### src/rtl/uart_pkg.sv
// Shared UART baud definitions: detector state type, baud select codes and
// the period/threshold helpers used by both the baud decoder and baud_detect.
package uart_pkg;

    typedef enum logic [2:0] {
        ST_IDLE      = 3'd0,
        ST_WAIT_HIGH = 3'd1,
        ST_WAIT_FALL = 3'd2,
        ST_MEASURE   = 3'd3,
        ST_DECODE    = 3'd4
    } bd_state_e;

    localparam logic [3:0] BAUD_300    = 4'h0;
    localparam logic [3:0] BAUD_1200   = 4'h1;
    localparam logic [3:0] BAUD_2400   = 4'h2;
    localparam logic [3:0] BAUD_4800   = 4'h3;
    localparam logic [3:0] BAUD_9600   = 4'h4;
    localparam logic [3:0] BAUD_19200  = 4'h5;
    localparam logic [3:0] BAUD_38400  = 4'h6;
    localparam logic [3:0] BAUD_57600  = 4'h7;
    localparam logic [3:0] BAUD_115200 = 4'h8;
    localparam logic [3:0] BAUD_230400 = 4'h9;
    localparam logic [3:0] BAUD_460800 = 4'hA;
    localparam logic [3:0] BAUD_921600 = 4'hB;

    function automatic int unsigned baud_rate(input logic [3:0] code);
        int unsigned rate;
        rate = 921600;
        case (code)
            BAUD_300:    rate = 300;
            BAUD_1200:   rate = 1200;
            BAUD_2400:   rate = 2400;
            BAUD_4800:   rate = 4800;
            BAUD_9600:   rate = 9600;
            BAUD_19200:  rate = 19200;
            BAUD_38400:  rate = 38400;
            BAUD_57600:  rate = 57600;
            BAUD_115200: rate = 115200;
            BAUD_230400: rate = 230400;
            BAUD_460800: rate = 460800;
            default:     rate = 921600;
        endcase
        return rate;
    endfunction

    // Bit period in clock cycles for a baud code.
    function automatic int unsigned baud_period(input int unsigned clk_freq,
                                                input logic [3:0]  code);
        return clk_freq / baud_rate(code);
    endfunction

    // Decision point halfway between the periods of code and code+1.
    function automatic int unsigned baud_mid(input int unsigned clk_freq,
                                             input logic [3:0]  code);
        return (baud_period(clk_freq, code) + baud_period(clk_freq, code + 4'd1)) / 2;
    endfunction

endpackage

### src/rtl/rx_sync.sv
// rx line synchronizer; BAUD_DETECT_GLITCH_FILTER_EN adds a 3-sample
// majority filter after the 2-FF chain (one extra cycle of latency).
module rx_sync
    import uart_pkg::*;
(
    input  logic clk,
    input  logic reset_n,
    input  logic rx,
    output logic rxs
);

    logic [1:0] sync_q;
    logic [1:0] sync_d;

    always_comb sync_d = {sync_q[0], rx};

    always_ff @(posedge clk) begin
        if (!reset_n) sync_q <= 2'b11;
        else          sync_q <= sync_d;
    end

`ifdef BAUD_DETECT_GLITCH_FILTER_EN
    logic [1:0] hist_q;
    logic [1:0] hist_d;

    always_comb hist_d = {hist_q[0], sync_q[1]};

    always_ff @(posedge clk) begin
        if (!reset_n) hist_q <= 2'b11;
        else          hist_q <= hist_d;
    end

    // Majority of the current and two previous synchronized samples.
    assign rxs = (sync_q[1] & hist_q[0]) | (sync_q[1] & hist_q[1]) | (hist_q[0] & hist_q[1]);
`else
    assign rxs = sync_q[1];
`endif

endmodule

### src/rtl/baud_detect.sv
// Auto-baud detector: measures the start bit of a 0x55 sync character and
// encodes it as a baud code. Optional filter: BAUD_DETECT_GLITCH_FILTER_EN.
module baud_detect
    import uart_pkg::*;
#(
    parameter int unsigned CLK_FREQ = 100000000,
    parameter int unsigned CNT_W    = 20
) (
    input  logic       clk,
    input  logic       reset_n,
    input  logic       rx,
    input  logic       arm,
    output logic [3:0] baud,
    output logic       baud_valid,
    output logic       done,
    output logic       err,
    output logic       busy
);

    localparam logic [CNT_W-1:0] TIMEOUT = CNT_W'(2 * (CLK_FREQ / 300));
    localparam logic [CNT_W-1:0] MIN_CNT = CNT_W'((CLK_FREQ / 921600) / 2);

    logic rxs;

    rx_sync u_rx_sync (
        .clk     (clk),
        .reset_n (reset_n),
        .rx      (rx),
        .rxs     (rxs)
    );

    bd_state_e        state_q, state_d;
    logic [CNT_W-1:0] counter_q, counter_d;
    logic [3:0]       baud_q, baud_d;
    logic             baud_valid_q, baud_valid_d;
    logic             done_q, done_d;
    logic             err_q, err_d;

    // at_least[n] is set when the measured width reaches the code-n threshold;
    // thresholds fall with n so the lowest set bit is the code.
    logic [10:0] at_least;
    logic [3:0]  decoded_code;

    genvar gi;
    generate
        for (gi = 0; gi < 11; gi++) begin : g_thresh
            localparam logic [CNT_W-1:0] MID = CNT_W'(baud_mid(CLK_FREQ, 4'(gi)));
            assign at_least[gi] = (counter_q >= MID);
        end
    endgenerate

    always_comb begin
        decoded_code = BAUD_921600;
        for (int i = 10; i >= 0; i--) begin
            if (at_least[i]) decoded_code = 4'(i);
        end
    end

    always_comb begin
        state_d      = state_q;
        counter_d    = counter_q;
        baud_d       = baud_q;
        baud_valid_d = baud_valid_q;
        done_d       = 1'b0;
        err_d        = 1'b0;
        case (state_q)
            ST_IDLE: begin
                if (arm) state_d = ST_WAIT_HIGH;
            end
            ST_WAIT_HIGH: begin
                if (rxs) state_d = ST_WAIT_FALL;
            end
            ST_WAIT_FALL: begin
                if (!rxs) begin
                    counter_d = CNT_W'(1);
                    state_d   = ST_MEASURE;
                end
            end
            ST_MEASURE: begin
                if (rxs) begin
                    // Too-short low pulses are rejected but detection stays armed.
                    if (counter_q < MIN_CNT) begin
                        err_d   = 1'b1;
                        state_d = ST_WAIT_FALL;
                    end else begin
                        state_d = ST_DECODE;
                    end
                end else if (counter_q >= TIMEOUT) begin
                    err_d   = 1'b1;
                    state_d = ST_IDLE;
                end else begin
                    counter_d = counter_q + CNT_W'(1);
                end
            end
            ST_DECODE: begin
                baud_d       = decoded_code;
                baud_valid_d = 1'b1;
                done_d       = 1'b1;
                state_d      = ST_IDLE;
            end
            default: state_d = ST_IDLE;
        endcase
    end

    always_ff @(posedge clk) begin
        if (!reset_n) begin
            state_q      <= ST_IDLE;
            counter_q    <= '0;
            baud_q       <= 4'h0;
            baud_valid_q <= 1'b0;
            done_q       <= 1'b0;
            err_q        <= 1'b0;
        end else begin
            state_q      <= state_d;
            counter_q    <= counter_d;
            baud_q       <= baud_d;
            baud_valid_q <= baud_valid_d;
            done_q       <= done_d;
            err_q        <= err_d;
        end
    end

    assign baud       = baud_q;
    assign baud_valid = baud_valid_q;
    assign done       = done_q;
    assign err        = err_q;
    assign busy       = (state_q != ST_IDLE);

endmodule
### config.mk
export PLATFORM = sky130hd
export DESIGN_NAME = baud_detect
export DESIGN_NICKNAME = d
export VERILOG_FILES = /design/src/rtl/uart_pkg.sv /design/src/rtl/rx_sync.sv /design/src/rtl/baud_detect.sv
export SDC_FILE = /design/constraint.sdc
export NUM_CORES = 1
export LEC_CHECK = 0
export CAP_MARGIN = 20
export CORE_UTILIZATION = 45
export DETAILED_ROUTE_END_ITERATION = 16
export SYNTH_ARGS = -nofsm -noshare
export SYNTH_HDL_FRONTEND = slang
export SYNTH_HIERARCHICAL = 1
export SYNTH_SLANG_ARGS = --single-unit
### constraint.sdc
create_clock -name clk -period 2.75 [get_ports clk]
set_input_delay 0.825 -clock clk [delete_from_list [all_inputs] [get_ports clk]]
set_output_delay 0.825 -clock clk [all_outputs]
set_load 0.05 [all_outputs]
# [Yosys cells after proc, flatten, opt, wreduce, memory -nomap -nowiden]
# Index checks and enable logic that the tools add are counted.
[word_totals] ff_bits=32 latchBits=0 ramBits=0 rom_bits=0 in_bits=4 out_inout_bits=8 elab_cells=63 memories=0
[classes] add_sub_neg=1 n_mul=0 div=0 n_lt_le_gt_ge=13 n_eq_ne=10 shifts=0 mux=26 bitwise=0 reduce_logical=6
[ops] operator="$mux 20" n=3
[ops] operator="$ge 20x12->1 const B" n=2
[ops] operator="$mux 4" n=10
[ops] operator="$pmux 20 s2" n=1
[ops] operator="$add 20x1->20 const B" n=1
[ops] operator="$ge 20x10->1 const B" n=1
[ops] operator="$ge 20x11->1 const B" n=1
[ops] operator="$ge 20x13->1 const B" n=1
[ops] operator="$ge 20x14->1 const B" n=1
[ops] operator="$ge 20x15->1 const B" n=1
[ops] operator="$ge 20x16->1 const B" n=1
[ops] operator="$ge 20x18->1 const B" n=1
[ops] operator="$ge 20x20->1 const B" n=1
[ops] operator="$ge 20x8->1 const B" n=1
[ops] operator="$ge 20x9->1 const B" n=1
[ops] operator="$lt 20x6->1 const B" n=1
[ops] operator="$mux 3" n=6
[ops] operator="$pmux 3 s4" n=1
[ops] operator="$ne 2x2->1 const B" n=4
[ops] operator="$reduce_and 4->1" n=2
[ops] operator="$eq 3x2->1 const B" n=2
[ops] operator="$mux 1" n=5
[ops] operator="$eq 3x1->1 const B" n=1
[ops] operator="$eq 3x3->1 const B" n=1
[ops] operator="other kinds (6)" n=6

# [Longest topological paths before layout]
[logic_depth] depth_word=12 ltp_mapped=8 depth_no_buf=8

# [Hierarchy]
# Netlist, hierarchy kept.
[by_module_without_submodules] module="baud_detect" n_inst=1 cells_per_inst=267 area_per_inst_um2=2058.2 seq_area_each_um2=600.6
[by_module_without_submodules] module="rx_sync" n_inst=1 cells_per_inst=4 area_per_inst_um2=52.6 seq_area_each_um2=40.0

# [Worst setup path after synthesis]
# Ideal clock, no wire load.
[synth_timing] kind="reg-to-reg" startpoint="reg counter_q[1]" endpoint="reg baud_q[0] (netlist: baud[0])" setup_time_ns=0.092 t_arrival_ns=1.957 required_ns=2.658 path_slack_ns=0.701 stages_incl_launch_ff=9 n_path_buf=0 period_less_slack_ns=2.049 path_cell_list="dfxtp_1 -> inv_1 -> ha_1 -> nand2b_1 -> a311oi_1 -> o41ai_1 -> a21boi_0 -> o311ai_0 -> o32ai_1"
[synth_between] elab_chain_cells=12 elab_cells_between_ends=22 cone_classes="order compare: 11; mux: 11"
[synth_lines] element="from (decl)" line="baud_detect.sv:33" rtl="logic [CNT_W-1:0] counter_q, counter_d;"
[synth_lines] element="from (signal assigned)" line="baud_detect.sv:115" rtl="counter_q <= counter_d;"
[synth_lines] element="$ge 20x8->1" line="baud_detect.sv:48" rtl="assign at_least[gi] = (counter_q >= MID);"
[synth_lines] element="$mux 1" line="baud_detect.sv:55" rtl="if (at_least[i]) decoded_code = 4'(i);"
[synth_lines] element="$mux 4 (9 in a row)" line="baud_detect.sv:55"
[synth_lines] element="$mux 4 (*)" line="baud_detect.sv:55"
[synth_lines] element="to (signal assigned)" line="baud_detect.sv:116" rtl="baud_q <= baud_d;"
[synth_lines] element="to (decl)" line="baud_detect.sv:34" rtl="logic [3:0] baud_q, baud_d;"
# Every way passes the cells marked *; elsewhere a longest branch is shown, timed or not.
# A chain may end at the register's enable or synchronous reset.

# [Final worst setup path]
[layout_timing] startpoint="reg state_q[2]" endpoint="out busy"
[layout_between] elab_chain_cells=1
[layout_lines] element="from (decl)" line="baud_detect.sv:32" rtl="bd_state_e state_q, state_d;"
[layout_lines] element="from (signal assigned)" line="baud_detect.sv:114" rtl="state_q <= state_d;"
[layout_lines] element="$reduce_bool 3->1" line="baud_detect.sv:127" rtl="assign busy = (state_q != ST_IDLE);"
[layout_lines] element="to (decl)" line="baud_detect.sv:17" rtl="output logic busy"
# Every way passes these cells.

==> results_dict.tcl <==
set metrics [dict create \
    status "completed" \
    h-tree-depth 2 \
    fp.dieW_um 70.5 \
    drt-pass1-iter-count 4 \
    fmax_mhz 397 \
    clock-root-buffer "clkbuf_8" \
    critPathLaunch "state_q[2]$_SDFFE_PN0P_" \
    drt_drc_violations_left 0 \
    worstSkewPairLatency_ps 280 \
    synth_top_family_by_area "simple AND/OR/NAND/NOR gates" \
    grt_pass1_vias 1860 \
    critPathCaptureType "output pin" \
    gp_congestion 0.858 \
    async_flop_share_pct 0 \
    dp_hpwl_um 3710 \
    max_slew_margin_pct 64.4 \
    vias_per_cell 5.97 \
    leakage_nw 0.776 \
    antenna_left 0 \
    cts_buffers 5 \
    clockBufferDepth 2 \
    n_fill_cell 432 \
    cp.required_ps 1930 \
    grt_first_pass_wirelength_um 9000 \
    wl_per_cell_um 15.9 \
    holdBufCountCts 0 \
    finClkSkew_ps 1.74 \
    cts_tree "built" \
    synth_edf_count 0 \
    hp-start "u_rx_sync/sync_q[0]$_SDFF_PN1_" \
    nets 286 \
    overflow 0 \
    antenna_found_initial 0 \
    synth_seq_cells 32 \
    antenna_cells 0 \
    synth-simple-area-share_pct 34.1 \
    powerDensity_nw_per_um2 374 \
    synth-xor-area-share_pct 5.81 \
    start_kind "register" \
    timing.rr.start "counter_q[16]$_SDFFE_PN0P_" \
    syn_area_per_cell_sq_um 7.79 \
    wl_um 5240 \
    tns_ps 0 \
    power_frac_seq_pct 54.3 \
    synth.distinct_cells 54 \
    drt_iter0_drc 210 \
    switching_share_pct 24.1 \
    finalSetupViolCount 0 \
    use_met2_pct 35.1 \
    fin_crit_sh_pct 91.5 \
    synth_top_area_share_pct 30.3 \
    initial_core_util_pct 47.5 \
    worstMarginPinSlew_ps 533 \
    row_count 24 \
    syn2layout_area_growth_pct 10.7 \
    synthFlopType "dfxtp_1" \
    post_cts_resized 0 \
    grt-busiest-layer "met2" \
    clkPwrFrac_pct 38.3 \
    drv_slew 0 \
    routed-via-count 1969 \
    p_int_uw 664 \
    grt_max_degree 23 \
    power_switching_uw 211 \
    arrival_ps 1690 \
    synth_compound_area_share_pct 20.6 \
    crit_type "register to output pin" \
    core_area_sq_um 4440 \
    syn-num-nets 279 \
    met3_usage_pct 6.06 \
    ys_top_cells_by_area "dfxtp_1, nor2_1, xnor2_1" \
    irDropWorstVdd_mv 0.304 \
    cts_setup_buffers 0 \
    cp_max_fo 6 \
    synth.mux.area_fraction_pct 0 \
    die_h_um 70.5 \
    synth_warnings 6 \
    hp-class "register to register" \
    synth_adder_area_share_pct 2.37 \
    max-cap-violations 0 \
    synth_area_sq_um 2110 \
    cts.sinks 32 \
    ios 12 \
    fin_crit_ps 2520 \
    final_hold_viol_count 0 \
    port_buffers 11 \
    grt_use_met1_pct 32.0 \
    drive_gt1_share_pct 11.5 \
    ys_seq_area_share_pct 30.3 \
    grt_usage_pct 23.3 \
    yosysTopAreaCell "dfxtp_1" \
    rsz0062_at_grt "no" \
    utilization_pct 52.6 \
    p_comb_share_pct 7.5 \
    clk_pin_slew_worst_paths_ps 60 \
    dieArea_sq_um 4970 \
    synthesis.instances 271 \
]
stage by stage:
stage          hold WS (ps)  setup WS (ps)  instance area [sq um]  total power, mW  cells
2_1_floorplan           386            701                   2110            0.528    271
3_3_place_gp            397            468                   2260            0.551    323
3_5_place_dp            396            446                   2260            0.550    323
4_1_cts                 413            226                   2340            0.892    330
5_1_grt                 418            158                   2340            0.921    330
6_report                408            233                   2340            0.875    330
cells in the final DEF, fill, tap and decap left out, types with 6 or more instances in the layout:
| cell type | Yosys | routed |
|---|---|---|
| a21oi_1 | 15 | 15 |
| buf_4 | 0 | 11 |
| clkdlybuf4s50_1 | 0 | 11 |
| dfxtp_1 | 32 | 32 |
| inv_1 | 8 | 8 |
| nand2_1 | 22 | 22 |
| nand3_1 | 9 | 9 |
| nor2_1 | 40 | 40 |
| nor3_1 | 14 | 14 |
| nor4_1 | 8 | 8 |
| o21ai_0 | 11 | 11 |
| or3_1 | 6 | 6 |
| xnor2_1 | 13 | 13 |
power by group through the flow:
stage / registers (mW) / clock network [mW] / logic, mW
floorplan: 0.484 / 0 / 0.0434
global placement: 0.485 / 0 / 0.0653
detailed placement: 0.485 / 0 / 0.0650
CTS: 0.475 / 0.352 / 0.0655
global route: 0.475 / 0.374 / 0.0714
finish: 0.475 / 0.335 / 0.0652
flip-flops by register name, indices dropped and copies added, names as in the netlist:
signal	cells
counter_q	20
baud	4
state_q	3
u_rx_sync/sync_q	2
baud_valid	1
done	1
err	1
routing by layer:
metal	vias up	share of wire [%]	routed length, um
met5	-	0	0
met4	0	1.1	55
met3	7	5.2	270
met2	46	46	2380
met1	908	48	2530
li1	1008	-	-
critical path, cell delays in order (launching register included):
cell and delay (ps):
dfxtp_1 420, inv_1 120, nand2_1 80, clkdlybuf4s50_1 790
synth_stat cells (5+ instances only):
library cell  count
o21ai_0          11
nand3_1           9
or3_1             6
inv_1             8
nor4_2            5
xnor2_1          13
nor4_1            8
dfxtp_1          32
nor2_1           40
buf_2             8
nor3_1           14
nand2_1          22
nand4_1           5
clkbuf_1         10
a21oi_1          15
cell type report:
type	instances	area (sq um)	share of cell area, %
multi-input cells	208	1330	56.8
flip-flops and latches	32	641	27.4
repair buffers	22	193	8.24
clock buffers	6	72.6	3.10
well taps	52	65.1	2.78
inverters	9	33.8	1.45
clock inverters	1	5.00	0.214
cells by family after synthesis:
kind of cell / count (synthesis)
adders and majority gates: 4
and+or+nand+nor: 129
xor gates and xnor gates: 14
buffers and inverters: 31
DFF: 32
AOI/OAI and AO/OA: 61
worst paths after layout:
path                               endpoint  slack [ps]  cells past startpoint
min          u_rx_sync/sync_q[1]$_SDFF_PN1_         410                      1
max reg2reg       counter_q[1]$_SDFFE_PN0P_         460                      6
min reg2reg  u_rx_sync/sync_q[1]$_SDFF_PN1_         410                      1
max                                    busy         230                      3
(Power assumes the default switching activity.)
